==> config.mk <==
export PLATFORM = sky130hd
export DESIGN_NAME = multicycle_datapath_flat
export DESIGN_NICKNAME = d
export VERILOG_FILES = /design/src/rtl/multicycle_datapath_if.sv /design/src/rtl/multicycle_datapath.sv /design/src/flat_wrapper.sv
export SDC_FILE = /design/constraint.sdc
export NUM_CORES = 2
export LEC_CHECK = 0
export BUFFER_PORTS_ARGS = -buffer_cell sky130_fd_sc_hd__buf_2
export CORE_ASPECT_RATIO = 2
export CORE_MARGIN = 4
export CORE_UTILIZATION = 50
export DETAILED_ROUTE_END_ITERATION = 12
export PLACE_DENSITY = 0.67
export SLEW_MARGIN = 20
export SYNTH_ARGS = -nofsm -noshare
export SYNTH_HDL_FRONTEND = slang
export SYNTH_SLANG_ARGS = --single-unit
==> constraint.sdc <==
create_clock -name clk -period 6.65 [get_ports clk]
set_input_delay 1.33 -clock clk [delete_from_list [all_inputs] [get_ports clk]]
set_output_delay 1.33 -clock clk [all_outputs]
set_load 0.02 [all_outputs]
==> src/rtl/multicycle_datapath_if.sv <==
// Shared memory port of the multicycle datapath. Instruction fetches and data
// accesses both use this one port.
//   adr        : byte address driven by the datapath (combinational)
//   write_data : store data, taken from the B register
//   read_data  : data returned by memory
//   mem_ready  : 1 = the memory cycle completes this edge, 0 = stall
// The datapath connects through the master modport and memory through the
// slave modport.
interface multicycle_datapath_if #(
  parameter int WIDTH = 32
);
  logic [WIDTH-1:0] adr;
  logic [WIDTH-1:0] write_data;
  logic [WIDTH-1:0] read_data;
  logic             mem_ready;

  modport master (
    output adr,
    output write_data,
    input  read_data,
    input  mem_ready
  );

  modport slave (
    input  adr,
    input  write_data,
    output read_data,
    output mem_ready
  );
endinterface

==> src/rtl/multicycle_datapath.sv <==
// Multicycle ARM-subset datapath. An external controller sequences the
// architectural registers (PC, IR, Data, A, B, ALUOut, NZCV), which share a
// single memory port for instructions and data. When the memory reports
// "not ready", every piece of state, including register-file writes, is frozen.
// Ports:
//   clk          rising-edge clock
//   reset        synchronous, active-low reset
//   pc_write     load PC with Result
//   adr_src      address select: 0 PC, 1 Result
//   ir_write     load IR with read data
//   reg_src      [0] RA1 = 15 else instr[19:16]; [1] RA2 = instr[15:12] else instr[3:0]
//   reg_write    write Result to R[instr[15:12]] (R15 writes are dropped)
//   imm_src      immediate extend mode
//   alu_src_a    SrcA: 0 A, 1 PC
//   alu_src_b    SrcB: 00 B, 01 ExtImm, 1x constant 4
//   alu_control  00 ADD, 01 SUB, 10 AND, 11 ORR
//   result_src   Result: 00 ALUOut, 01 Data, 1x ALUResult
//   flag_w       [1] update N,Z; [0] update C,V
//   bus          memory port (adr, write_data, read_data, mem_ready)
//   instr        IR contents
//   flags        registered {N,Z,C,V}
//   pc           program counter
module multicycle_datapath #(
  parameter int               WIDTH    = 32,
  parameter logic [WIDTH-1:0] RESET_PC = '0
) (
  input  logic                      clk,
  input  logic                      reset,
  input  logic                      pc_write,
  input  logic                      adr_src,
  input  logic                      ir_write,
  input  logic [1:0]                reg_src,
  input  logic                      reg_write,
  input  logic [1:0]                imm_src,
  input  logic                      alu_src_a,
  input  logic [1:0]                alu_src_b,
  input  logic [1:0]                alu_control,
  input  logic [1:0]                result_src,
  input  logic [1:0]                flag_w,
  multicycle_datapath_if.master     bus,
  output logic [31:0]               instr,
  output logic [3:0]                flags,
  output logic [WIDTH-1:0]          pc
);

  localparam logic [1:0] ALU_ADD = 2'b00;
  localparam logic [1:0] ALU_SUB = 2'b01;
  localparam logic [1:0] ALU_AND = 2'b10;
  localparam logic [1:0] ALU_ORR = 2'b11;

  // architectural state
  logic [WIDTH-1:0] pc_q;
  logic [31:0]      ir_q;
  logic [WIDTH-1:0] data_q;
  logic [WIDTH-1:0] a_q;
  logic [WIDTH-1:0] b_q;
  logic [WIDTH-1:0] alu_out_q;
  logic [3:0]       flags_q;
  logic [WIDTH-1:0] rf [0:14];

  // combinational datapath
  logic [WIDTH-1:0] pc_plus4;
  logic [3:0]       ra1;
  logic [3:0]       ra2;
  logic [3:0]       wa;
  logic [WIDTH-1:0] rd1;
  logic [WIDTH-1:0] rd2;
  logic [WIDTH-1:0] ext_imm;
  logic [WIDTH-1:0] src_a;
  logic [WIDTH-1:0] src_b;
  logic [WIDTH-1:0] b_op;
  logic [WIDTH:0]   sum;
  logic [WIDTH-1:0] alu_result;
  logic             alu_c;
  logic             alu_v;
  logic [3:0]       alu_flags;
  logic [WIDTH-1:0] result;

  assign pc_plus4 = pc_q + WIDTH'(4);

  // register file addressing
  assign ra1 = reg_src[0] ? 4'd15 : ir_q[19:16];
  assign ra2 = reg_src[1] ? ir_q[15:12] : ir_q[3:0];
  assign wa  = ir_q[15:12];

  // R15 is not stored; reading it yields PC+4, which is the fetched
  // instruction's address + 8 once the fetch has advanced PC.
  always_comb begin
    rd1 = '0;
    rd2 = '0;
    if (ra1 == 4'd15) rd1 = pc_plus4;
    else              rd1 = rf[ra1];
    if (ra2 == 4'd15) rd2 = pc_plus4;
    else              rd2 = rf[ra2];
  end

  // immediate extension
  always_comb begin
    ext_imm = '0;
    case (imm_src)
      2'b00:   ext_imm = {{(WIDTH-8){1'b0}}, ir_q[7:0]};
      2'b01:   ext_imm = {{(WIDTH-12){1'b0}}, ir_q[11:0]};
      2'b10:   ext_imm = {{(WIDTH-26){ir_q[23]}}, ir_q[23:0], 2'b00};
      default: ext_imm = '0;
    endcase
  end

  // ALU operand selection
  always_comb begin
    src_a = alu_src_a ? pc_q : a_q;
    src_b = '0;
    case (alu_src_b)
      2'b00:   src_b = b_q;
      2'b01:   src_b = ext_imm;
      default: src_b = WIDTH'(4);
    endcase
  end

  // ALU. Subtraction is done as SrcA + ~SrcB + 1 so that the carry out is
  // the ARM "no borrow" flag; overflow is judged on the operand actually
  // presented to the adder.
  always_comb begin
    b_op       = (alu_control == ALU_SUB) ? ~src_b : src_b;
    sum        = {1'b0, src_a} + {1'b0, b_op}
               + {{WIDTH{1'b0}}, (alu_control == ALU_SUB)};
    alu_result = '0;
    alu_c      = 1'b0;
    alu_v      = 1'b0;
    case (alu_control)
      ALU_ADD, ALU_SUB: begin
        alu_result = sum[WIDTH-1:0];
        alu_c      = sum[WIDTH];
        alu_v      = (src_a[WIDTH-1] == b_op[WIDTH-1]) &&
                     (sum[WIDTH-1] != src_a[WIDTH-1]);
      end
      ALU_AND: alu_result = src_a & src_b;
      ALU_ORR: alu_result = src_a | src_b;
      default: alu_result = '0;
    endcase
    alu_flags = {alu_result[WIDTH-1], (alu_result == '0), alu_c, alu_v};
  end

  // result selection
  always_comb begin
    result = '0;
    case (result_src)
      2'b00:   result = alu_out_q;
      2'b01:   result = data_q;
      default: result = alu_result;
    endcase
  end

  // State update. Reset wins over everything; mem_ready == 0 freezes all
  // state, so the controller can simply hold its controls through a wait.
  always_ff @(posedge clk) begin
    if (!reset) begin
      pc_q      <= RESET_PC;
      ir_q      <= '0;
      data_q    <= '0;
      a_q       <= '0;
      b_q       <= '0;
      alu_out_q <= '0;
      flags_q   <= '0;
      for (int i = 0; i < 15; i++) begin
        rf[i] <= '0;
      end
    end else if (bus.mem_ready) begin
      a_q       <= rd1;
      b_q       <= rd2;
      data_q    <= bus.read_data;
      alu_out_q <= alu_result;
      if (ir_write) ir_q <= bus.read_data[31:0];
      if (pc_write) pc_q <= result;
      if (reg_write && (wa != 4'd15)) rf[wa] <= result;
      if (flag_w[1]) flags_q[3:2] <= alu_flags[3:2];
      if (flag_w[0]) flags_q[1:0] <= alu_flags[1:0];
    end
  end

  assign bus.adr        = adr_src ? result : pc_q;
  assign bus.write_data = b_q;
  assign instr          = ir_q;
  assign flags          = flags_q;
  assign pc             = pc_q;

endmodule
==> src/flat_wrapper.sv <==
// flat-port wrapper written by rule: the top's interface ports become plain ports
module multicycle_datapath_flat 
#(
  parameter int               WIDTH    = 32,
  parameter logic [WIDTH-1:0] RESET_PC = '0
)
  (clk, reset, pc_write, adr_src, ir_write, reg_src, reg_write, imm_src, alu_src_a, alu_src_b, alu_control, result_src, flag_w, instr, flags, pc, bus_adr, bus_write_data, bus_read_data, bus_mem_ready);
  multicycle_datapath_if #(.WIDTH(WIDTH)) bus_i ();
  input  logic clk;
  input  logic reset;
  input  logic pc_write;
  input  logic adr_src;
  input  logic ir_write;
  input  logic [1:0] reg_src;
  input  logic reg_write;
  input  logic [1:0] imm_src;
  input  logic alu_src_a;
  input  logic [1:0] alu_src_b;
  input  logic [1:0] alu_control;
  input  logic [1:0] result_src;
  input  logic [1:0] flag_w;
  output logic [31:0] instr;
  output logic [3:0] flags;
  output logic [WIDTH-1:0] pc;
  output wire logic [$bits(bus_i.adr)-1:0] bus_adr;
  output wire logic [$bits(bus_i.write_data)-1:0] bus_write_data;
  input wire logic [$bits(bus_i.read_data)-1:0] bus_read_data;
  input wire logic [$bits(bus_i.mem_ready)-1:0] bus_mem_ready;
  assign bus_adr = bus_i.adr;
  assign bus_write_data = bus_i.write_data;
  assign bus_i.read_data = bus_read_data;
  assign bus_i.mem_ready = bus_mem_ready;
  multicycle_datapath #(.WIDTH(WIDTH), .RESET_PC(RESET_PC)) u_core (.clk(clk), .reset(reset), .pc_write(pc_write), .adr_src(adr_src), .ir_write(ir_write), .reg_src(reg_src), .reg_write(reg_write), .imm_src(imm_src), .alu_src_a(alu_src_a), .alu_src_b(alu_src_b), .alu_control(alu_control), .result_src(result_src), .flag_w(flag_w), .bus(bus_i), .instr(instr), .flags(flags), .pc(pc));
endmodule
==> out/summary.txt <==
hold_ws - 0.4559 ns
status - finished, final reports clean
Net Sw Power - 0.003044 W
Leak - 16.59 nW
# rows - 143
R2R Path End - u_core.flags[2]
setup violators final - 0
Setup crit start kind - input pin
Initial DRC Count - 4,086
CP required - 5.32 ns
Worst R2R Path Depth - 16
layout cell share with drive strength beyond 1 - 0.2067
dominant synthesized flop cell - edfxtp_1
CP Max Fanout - 7
grt ovf - 0
gr usage total - 0.3387
f_max - 152.2 MHz
Post-synth EDFFs - 508
Pre-antenna DRT Iters - 8
Buf+Inv Stages, Crit Path - 5
critical path startpoint - imm_src[0]
final antenna-violating net count - 0
first-pass GRT wire length - 204,500 microns
slew margin rel. - 0.1426
IO Pins - 184
endpoint class of the critical path - primary output
Worst path max stage delay - 0.36 ns
Setup Skew - 0.02458 ns
Power Dens Cells - 245.1 nW/um^2
total number of vias - 32,410
Syn Area/Cell - 10.42 sq um
Post-synth ARST share - 0
worst min-delay path startpoint - u_core.instr[30]
H-tree depth - 2
flop-to-flop setup slack - 1.41 ns
hold depth - 2
largest net degree at the start of global routing - 110
routability cong. - 1.011
Via density - 6.586
max-slew violations - 0
Yosys Warn Count - 0
Die Wd - 203.8 microns
die height - 399.5 microns
TritonCTS clock tree - yes
initial antenna violation count - 4
sequential fraction of the synthesis area - 0.5004
number of max-cap violations - 0
sequential group share of total power - 0.474
deepest clock path buffer count - 3
final hold vios - 0
type of the tightest min-delay check - flip-flop to flip-flop
CP delay by family, top - compound AO/OA/AOI/OAI gates
largest family of logic cells by synthesized area - multiplexers
VDD IR max - 0.2319 mV
Clock power frac - 0.350
Gate power share - 0.177
Setup Crit Path Kind - input pin to primary output
Initial Util - 0.5040
WL final - 142,300 microns
Switching Fraction - 0.2855
Reg clk slew, reported paths - 0.07 ns
Synth Area in XOR/XNOR - 0.01714
#FFs+latches synth - 704
Clock Sink Count - 704
vias in the first global route - 32,210
CTS Root Cell - clkbuf_16
overall power - 0.01066 W
Cell Int Power - 0.007618 W
IO Port Bufs - 183
multiplexer share of the synthesized area - 0.1592
Synth Area in Simple Gates - 0.1476
period utilization - 0.9878
die area - 81,420 sq um
RR Startpoint - u_core.instr[2]
routed length per instance - 28.91 microns
highest-delay cell along the critical path - ha_1
worst slew pin tran - 1.285 ns
CTS Buf Count - 60
Core ar. - 76,040 sq um
Syn Inst Count - 3,679
Synth Area in Adders - 0.01567
# hold bufs at CTS - 0
later-pin clock latency in the skew report - 0.67 ns
P&R area growth vs syn - 13.48%
CP Cell Sequence - buf_2, buf_4, nand4b_1, a21oi_1, nor2_1, xnor2_1, ha_1, and4_2, o2111ai_1, or2_2, o211ai_4, a41oi_1, xnor2_1, mux2i_1, buf_4, mux2_2, inv_2, mux2_2, buf_2
DRC Markers - 0
Critical Path AT - 5.24 ns
Final nets - 3,943
Syn Std Cell Area - 38,330 sq um
Compound-Gate Fraction of Synth Area - 0.1209
WHS Endpoint - u_core.instr[30]
Synth cell types - 89
dpl hpwl - 94,430 microns
Final Critical Period - 6.569 ns
-- per-layer routing --
metal  part of all wire  track usage  vias up
li1                   -            -    13810
met1               0.32       0.3861    15710
met2               0.49       0.5779     2217
met3               0.10      0.05254      671
met5            0.00022            0        -
met4              0.089       0.2412        4
-- how the worst max path moves through the flow --
| stage | to | cells after the start |
|---|---|---|
| floorplan | bus_adr[31] | 17 |
| global placement | bus_adr[26] | 19 |
| detailed placement | bus_adr[31] | 19 |
| CTS | bus_adr[31] | 19 |
| global route | bus_adr[21] | 19 |
| finish | bus_adr[21] | 19 |
-- metrics by stage --
stage	cells	util	TNS (ns)	worst slack, ns	cell area (sq um)
3_5_place_dp	4808	0.5438	-0.01264	-0.01264	41350
2_1_floorplan	3706	-	0	0.1898	38430
4_1_cts	4917	0.5708	0	0.03919	43400
6_report	4921	0.5719	0	0.08127	43490
5_1_grt	4920	0.5719	-0.01994	-0.01316	43490
3_3_place_gp	4808	0.5438	0	0.04728	41350
-- worst reg2reg max path, cell delays in order (launching register included) --
cell       delay (ns)
dfxtp_1          0.64
nand3b_1         0.14
a311oi_1         0.48
xor2_1           0.16
ha_1             0.39
o211ai_1         0.15
o21ai_1          0.44
buf_4            0.25
a21oi_1          0.08
xor2_1           0.31
o22ai_1          0.21
nand4bb_1        0.40
nor4_1           0.69
buf_4            0.26
nand3_1          0.08
nor4_1           0.33
a31o_1           0.19
-- cells by family after synthesis --
kind of cell,count (synthesis)
AND/OR/NAND/NOR,1353
flip-flops,704
AO/OA/AOI/OAI,701
multiplexers,404
buffers and inverters,390
XOR/XNOR,75
adder cells (fa/ha/maj),51
other,1
-- flip-flops by register name, summed over array words and instances (netlist names) --
signal and flops:
u_core.alu_out_q 32, u_core.pc 32, u_core.a_q 32, u_core.instr 32
u_core.data_q 32, u_core.rf 508, u_core.flags 4, u_core.bus.write_data 32
-- power groups by stage --
stage	combinational [W]	clock, W	sequential, W
after floorplan	0.00111	0	0.00511
after global placement	0.00182	0	0.00513
after detailed placement	0.00183	0	0.00514
after CTS	0.00184	0.00376	0.00504
after global routing	0.00199	0.00391	0.00506
final	0.00188	0.00373	0.00505
-- cell usage after synthesis, drive strengths merged (53+ instances only) --
master,count,area share
o21ai,129,0.017
inv,70,0.0069
mux2,73,0.022
a211oi,53,0.011
o221ai,64,0.015
mux4,157,0.092
nand2,364,0.036
clkbuf,250,0.024
a21oi,192,0.025
mux2i,174,0.045
edfxtp,508,0.40
nand3,100,0.013
buf,68,0.0075
dfxtp,196,0.10
o22ai,55,0.0090
nor2,744,0.073
-- final cells by class --
cell class / count / area [sq um]
sequential: 704 / 19180
inverter: 72 / 275.3
multi-input combinational: 2612 / 17980
tap: 1015 / 1270
fill: 6400 / 32550
clock buffer: 79 / 1707
clock inverter: 30 / 332.8
antenna: 1 / 2.502
timing repair buffer: 408 / 2740
-- cells in the final DEF, fill, tap and decap left out, drive strengths merged, types with 15 or more instances in the layout --
master  count
nor2      744
edfxtp    508
buf       408
nand2     364
dfxtp     196
a21oi     192
mux2i     174
mux4      157
o21ai     129
nand3     100
clkbuf     79
inv        74
mux2       73
o221ai     64
o22ai      55
a211oi     53
xnor2      50
o211ai     36
ha         32
conb       28
nor3       28
xor2       25
a31oi      25
clkinv     21
a311oi     20
and2       19
maj3       18
o21a       16
a22oi      15
a21o       15
a221oi     15
-- repair_timing --
| action | in CTS | in global routing |
|---|---|---|
| pin swaps | 0 | 3 |
| setup endpoints to repair | 1 | 11 |
| gates cloned | 0 | 0 |
| setup buffers | 0 | 3 |
| gates resized for setup | 2 | 16 |
| endpoints found under the hold margin | 0 | 0 |
No activity file was read; power rests on OpenSTA's default activity.
